File: src/rtl/spi_arb_pkg.sv
// Shared types and constants for the two-requester SPI flash arbiter.
package spi_arb_pkg;

  localparam int NUM_REQ = 2;
  localparam int BYTE_W  = 8;

  typedef enum logic [2:0] {
    ST_IDLE,
    ST_SETUP,
    ST_READY,
    ST_SHIFT,
    ST_DESELECT
  } arb_state_t;

endpackage

File: src/rtl/spi_byte_shifter.sv
// SPI mode-0 byte engine: MSB first, MOSI changes with SCK low, MISO sampled on SCK rise.
module spi_byte_shifter
  import spi_arb_pkg::*;
#(
  parameter int CLK_DIV = 2
) (
  input  logic              clk,
  input  logic              reset,
  input  logic              start,
  input  logic [BYTE_W-1:0] tx_byte,
  output logic              done,
  output logic [BYTE_W-1:0] rx_byte,
  output logic              sck,
  output logic              mosi,
  input  logic              miso
);

  localparam int DIV_W = 8;
  localparam int BIT_W = $clog2(BYTE_W);

  logic              busy;
  logic [DIV_W-1:0]  div_cnt;
  logic [BIT_W-1:0]  bit_cnt;
  logic [BYTE_W-2:0] tx_sr;
  logic [BYTE_W-1:0] rx_sr;
  logic              half_end;
  logic              rise;
  logic              fall;

  assign half_end = busy && (div_cnt == DIV_W'(CLK_DIV - 1));
  assign rise     = half_end && !sck;
  assign fall     = half_end && sck;

  always_ff @(posedge clk or posedge reset) begin
    if (reset) begin
      busy    <= 1'b0;
      div_cnt <= '0;
      bit_cnt <= '0;
      sck     <= 1'b0;
      mosi    <= 1'b0;
      done    <= 1'b0;
      rx_byte <= '0;
    end else begin
      done <= 1'b0;
      if (start && !busy) begin
        busy    <= 1'b1;
        div_cnt <= '0;
        bit_cnt <= BIT_W'(BYTE_W - 1);
        sck     <= 1'b0;
        mosi    <= tx_byte[BYTE_W-1];
      end else if (busy) begin
        if (half_end) begin
          div_cnt <= '0;
          sck     <= !sck;
          // The falling edge after bit 0 ends the byte; SCK is left low.
          if (fall) begin
            if (bit_cnt == '0) begin
              busy    <= 1'b0;
              done    <= 1'b1;
              rx_byte <= rx_sr;
            end else begin
              bit_cnt <= bit_cnt - BIT_W'(1);
              mosi    <= tx_sr[BYTE_W-2];
            end
          end
        end else begin
          div_cnt <= div_cnt + DIV_W'(1);
        end
      end
    end
  end

  always_ff @(posedge clk) begin
    if (start && !busy) begin
      tx_sr <= tx_byte[BYTE_W-2:0];
    end else if (fall) begin
      tx_sr <= {tx_sr[BYTE_W-3:0], 1'b0};
    end
    if (rise) begin
      rx_sr <= {rx_sr[BYTE_W-2:0], miso};
    end
  end

endmodule

File: src/rtl/spi_flash_arbiter.sv
// Round-robin, transaction-granular sharing of one SPI flash between two requesters.
module spi_flash_arbiter
  import spi_arb_pkg::*;
#(
  parameter int CLK_DIV = 2,
  parameter int CS_IDLE = 4
) (
  input  logic                      clk_48mhz,
  input  logic                      reset,
  input  logic [NUM_REQ-1:0]        req,
  output logic [NUM_REQ-1:0]        gnt,
  input  logic [NUM_REQ*BYTE_W-1:0] tx_data,
  input  logic [NUM_REQ-1:0]        tx_valid,
  output logic [NUM_REQ-1:0]        tx_ready,
  output logic [BYTE_W-1:0]         rx_data,
  output logic [NUM_REQ-1:0]        rx_valid,
  output logic                      spi_cs,
  output logic                      spi_sck,
  output logic                      spi_mosi,
  input  logic                      spi_miso
);

  localparam int CNT_MAX = (CLK_DIV > CS_IDLE) ? CLK_DIV : CS_IDLE;
  localparam int CNT_W   = $clog2(CNT_MAX + 1);

  arb_state_t        state;
  logic              owner;
  logic              last_gnt;
  logic [CNT_W-1:0]  cnt;
  logic              pick;
  logic              arb_slot;
  logic              accept;
  logic              shift_done;
  logic [BYTE_W-1:0] tx_byte;

  always_comb begin
    pick = 1'b0;
    if (req == 2'b11) begin
      pick = !last_gnt;
    end else if (req[1]) begin
      pick = 1'b1;
    end
  end

  // The last DESELECT cycle doubles as an arbitration slot, so a waiting
  // requester sees CS high for exactly CS_IDLE cycles.
  assign arb_slot = (state == ST_IDLE) ||
                    ((state == ST_DESELECT) && (cnt == CNT_W'(CS_IDLE - 1)));
  assign accept   = (state == ST_READY) && tx_valid[owner];
  assign tx_byte  = tx_data[BYTE_W*owner +: BYTE_W];
  assign tx_ready = (state == ST_READY) ? gnt : '0;
  assign rx_valid = shift_done ? gnt : '0;

  always_ff @(posedge clk_48mhz or posedge reset) begin
    if (reset) begin
      state    <= ST_IDLE;
      gnt      <= '0;
      spi_cs   <= 1'b1;
      owner    <= 1'b0;
      last_gnt <= 1'b1;
      cnt      <= '0;
    end else if (arb_slot && (|req)) begin
      state    <= ST_SETUP;
      owner    <= pick;
      last_gnt <= pick;
      gnt      <= pick ? 2'b10 : 2'b01;
      spi_cs   <= 1'b0;
      cnt      <= '0;
    end else begin
      unique case (state)
        ST_SETUP: begin
          if (cnt == CNT_W'(CLK_DIV - 1)) begin
            state <= ST_READY;
          end else begin
            cnt <= cnt + CNT_W'(1);
          end
        end
        ST_READY: begin
          if (accept) begin
            state <= ST_SHIFT;
          end else if (!req[owner]) begin
            state  <= ST_DESELECT;
            spi_cs <= 1'b1;
            gnt    <= '0;
            cnt    <= '0;
          end
        end
        ST_SHIFT: begin
          if (shift_done) begin
            state <= ST_READY;
          end
        end
        ST_DESELECT: begin
          if (cnt == CNT_W'(CS_IDLE - 1)) begin
            state <= ST_IDLE;
          end else begin
            cnt <= cnt + CNT_W'(1);
          end
        end
        default: state <= ST_IDLE;
      endcase
    end
  end

  spi_byte_shifter #(
    .CLK_DIV (CLK_DIV)
  ) u_shifter (
    .clk     (clk_48mhz),
    .reset   (reset),
    .start   (accept),
    .tx_byte (tx_byte),
    .done    (shift_done),
    .rx_byte (rx_data),
    .sck     (spi_sck),
    .mosi    (spi_mosi),
    .miso    (spi_miso)
  );

endmodule

File: config.mk
export PLATFORM = sky130hd
export DESIGN_NAME = spi_flash_arbiter
export DESIGN_NICKNAME = d
export VERILOG_FILES = /design/src/rtl/spi_arb_pkg.sv /design/src/rtl/spi_byte_shifter.sv /design/src/rtl/spi_flash_arbiter.sv
export SDC_FILE = /design/constraint.sdc
export NUM_CORES = 1
export LEC_CHECK = 0
export ABC_AREA = 1
export BUFFER_PORTS_ARGS = -buffer_cell sky130_fd_sc_hd__buf_2
export CORE_UTILIZATION = 55
export DETAILED_ROUTE_END_ITERATION = 8
export GPL_ROUTABILITY_DRIVEN = 0
export PLACE_DENSITY = 0.78
export SETUP_SLACK_MARGIN = 0.4
export SLEW_MARGIN = 20
export SYNTH_ARGS = -nofsm -noshare
export SYNTH_HDL_FRONTEND = slang
export SYNTH_SLANG_ARGS = --single-unit
export TNS_END_PERCENT = 1
File: constraint.sdc
create_clock -name clk_48mhz -period 2.2 [get_ports clk_48mhz]
set_input_delay 0.44 -clock clk_48mhz [delete_from_list [all_inputs] [get_ports clk_48mhz]]
set_output_delay 0.44 -clock clk_48mhz [all_outputs]
set_load 0.02 [all_outputs]
==> results.py <==
metrics = {
    "drt": {
        "routed_wirelength_um": 4930,
        "drtAntennaViolNets": 0,
        "wl_per_cell_um": 12.4,
        "drc": 0,
        "viasPerCell": 5.10,
        "drt_iter0_markers": 85,
        "vias": 2028,
        "dr.pass1.iters": 4,
    },
    "yosys": {
        "yosysTopAreaCellShare_pct": 30.8,
        "synthArstFlopShare_pct": 69.4,
        "synth.most_common_cell": "nand2_1",
        "synthCells": 304,
        "syn_nets": 334,
        "synth.distinct_cells": 31,
        "postSynthAreaPerCell_sq_um": 8.55,
        "synth_warnings": 0,
        "synth_common_cells": "102 x nand2_1, 32 x dfrtp_1, 31 x inv_1",
        "ys_seq_area_share_pct": 50.1,
        "synthFlopType": "dfrtp_1",
        "synthTopCellsByArea": "dfrtp_1 31%, edfxtp_1 17%, nand2_1 15%, inv_1 4.5%, ha_1 3.4%",
        "synth_seq_cells": 49,
        "synth_edf_count": 15,
        "yosys.area.top_type": "dfrtp_1",
        "synth_area_sq_um": 2600,
    },
    "clock_network": {
        "numCtsBuffers": 5,
        "cts-resized-gates": 0,
        "clk_pin_slew_ns": 0.09,
        "clockBufferDepth": 2,
        "htreeDepth": 2,
        "cts.sinks": 49,
        "cts_tree": "built",
        "root_buffer": "clkbuf_8",
        "postCtsSetupRepairBufs": 0,
        "clk_latency_ns": 0.30,
        "hold_buffers": 0,
    },
    "finish": {
        "final_cells": 398,
        "nets": 375,
        "area_delta_synth_final_pct": 12.6,
        "drive_gt1_share_pct": 26.0,
        "num_antenna_cells": 0,
    },
    "floorplan": {
        "ioPinCount": 40,
        "coreArea_sq_um": 4440,
        "rows": 24,
        "die-area_sq_um": 5010,
        "start_util_pct": 58.5,
        "die_h_um": 70.8,
        "die_w_um": 70.8,
    },
    "critical_path": {
        "cp.required_ns": 2.14,
        "path_max_fanout": 8,
        "critPathCaptureType": "flip-flop",
        "cp_top_family": "simple AND/OR/NAND/NOR gates",
        "cp.arrival_ns": 1.74,
        "crit_slowest_cell": "nor2_1",
        "critical_path.max_stage_delay_ns": 0.48,
        "path_cells": "inv_1 > ha_1 > nand2_1 > nor2_2 > nand2_2 > nor2_1",
        "cp-start-kind": "flip-flop",
        "crit_buf_inv": 1,
        "path_class": "reg2reg",
    },
    "place": {
        "pre_cts_slack_ns": 0.395,
        "hpwl_um": 3700,
        "dp.cells": 390,
        "numPortBuffers": 39,
    },
    "grt": {
        "grt_overflow": 0,
        "gr-usage-all-layers_pct": 22.0,
        "first_global_vias": 1935,
        "antenna_found_initial": 0,
        "grt_max_degree": 24,
        "grt_pass1_wl_um": 8510,
    },
    "timing": {
        "slew_headroom_pct": 59.7,
        "tightest_slew_ns": 0.603,
        "timing.final.crit_share_pct": 81.4,
        "fmaxAchievable_mhz": 558,
        "fin_hold_ws_ns": 0.133,
        "layout_min_cycle_time_ns": 1.79,
        "hold_viol_final": 0,
        "final.setup_skew_ns": 0.00284,
        "final.setup.worst_slack_ns": 0.408,
        "rsz0062_at_grt": "yes",
        "tns_ns": 0,
        "slew_viol_final": 0,
        "finalSetupViolCount": 0,
    },
    "pwr": {
        "p_leak_nw": 1.50,
        "ir_drop_mv": 0.625,
        "totalPowerFinal_w": 0.00407,
        "power-per-cell-area_nw_per_um2": 1390,
    },
    "run": {
        "drv_cap": 0,
    },
    "status": {
        "status": "complete, no violations",
    },
    "min_path": {
        "min_path_type": "in2async",
    },
}
==> flip-flops by register name (all words and copies together), names as in the netlist <==
signal,count
owner,1
u_shifter.sck,1
gnt,2
last_gnt,1
spi_cs,1
u_shifter.busy,1
u_shifter.mosi,1
u_shifter.done,1
u_shifter.div_cnt,8
state,3
cnt,3
u_shifter.rx_byte,8
u_shifter.tx_sr,7
u_shifter.rx_sr,8
u_shifter.bit_cnt,3
==> metal layers <==
layer  vias up  track usage [%]  wire length, um
met4         0             7.56               98
met3        10             4.99              170
met1       917             27.9             2220
met5         -                0                0
li1       1050                -                -
met2        51             37.4             2440
==> cell usage in the layout, fill, tap and decap left out, types with 2 or more instances in the layout <==
cell type  count
o22ai_1        3
o21ai_0       17
buf_2         39
nand2_1      102
clkbuf_8       5
nand3_1       17
inv_1         31
dfstp_2        2
clkinv_4       2
or2_2          6
nand3_4        2
nor2_2         4
nand2_2        7
edfxtp_1      15
o21ai_2        7
nand4_1        8
inv_2          6
ha_1           7
nor2_4         3
a21oi_1        3
xnor2_1        2
nor2_1        16
dfrtp_1       31
==> through the flow <==
| stage | instance area, sq um | util [%] |
|---|---|---|
| after floorplan | 2600 | - |
| after global placement | 2810 | 63.3 |
| after detailed placement | 2810 | 63.3 |
| after CTS | 2930 | 65.8 |
| after global routing | 2930 | 65.9 |
| final | 2930 | 65.9 |
==> power breakdown <==
group	leakage [nW]	internal (W)	switching (W)	total [W]
sequential	0.557	0.00132	0.000293	0.00161
clock	0.0554	0.000341	0.000299	0.000640
combinational	0.891	0.000639	0.00118	0.00182
total	1.50	0.00230	0.00177	0.00407
==> kinds of logic after synthesis <==
group / after synthesis / share of synthesized area (%)
fa+ha+maj: 7 / 3.37
buf+inv: 45 / 7.99
simple gates: 168 / 30.0
xor+xnor: 3 / 1.01
flops: 49 / 50.1
compound gates: 32 / 7.51
==> layout make-up <==
cell class / count / area (sq um)
fillers: 357 / 1520
multi-input cells: 210 / 1090
well taps: 52 / 65.1
repair buffers: 40 / 203
clock inverters: 2 / 38.8
inverters: 39 / 154
clock buffers: 6 / 72.6
flip-flops and latches: 49 / 1310
==> path summary, 6_finish.rpt <==
path	startpoint	endpoint	slack [ns]	cells after the start
hold reg to reg	u_shifter.rx_sr[7]	u_shifter.rx_byte[7]	0.45	2
min in group clk_48mhz	spi_miso	u_shifter.rx_sr[0]	0.31	1
setup reg to reg	u_shifter.div_cnt[1]	u_shifter.rx_sr[6]	0.41	6
setup / recovery	u_shifter.div_cnt[1]	u_shifter.rx_sr[6]	0.41	6
max in group asynchronous	reset	owner	1.37	3
hold / removal	reset	u_shifter.div_cnt[7]	0.13	2
==> worst register-to-register path, stage by stage, from the launching register on <==
cell	delay, ns
dfrtp_1	0.41
inv_1	0.08
ha_1	0.15
nand2_1	0.06
nor2_2	0.15
nand2_2	0.10
nor2_1	0.48
(Power assumes the default switching activity.)
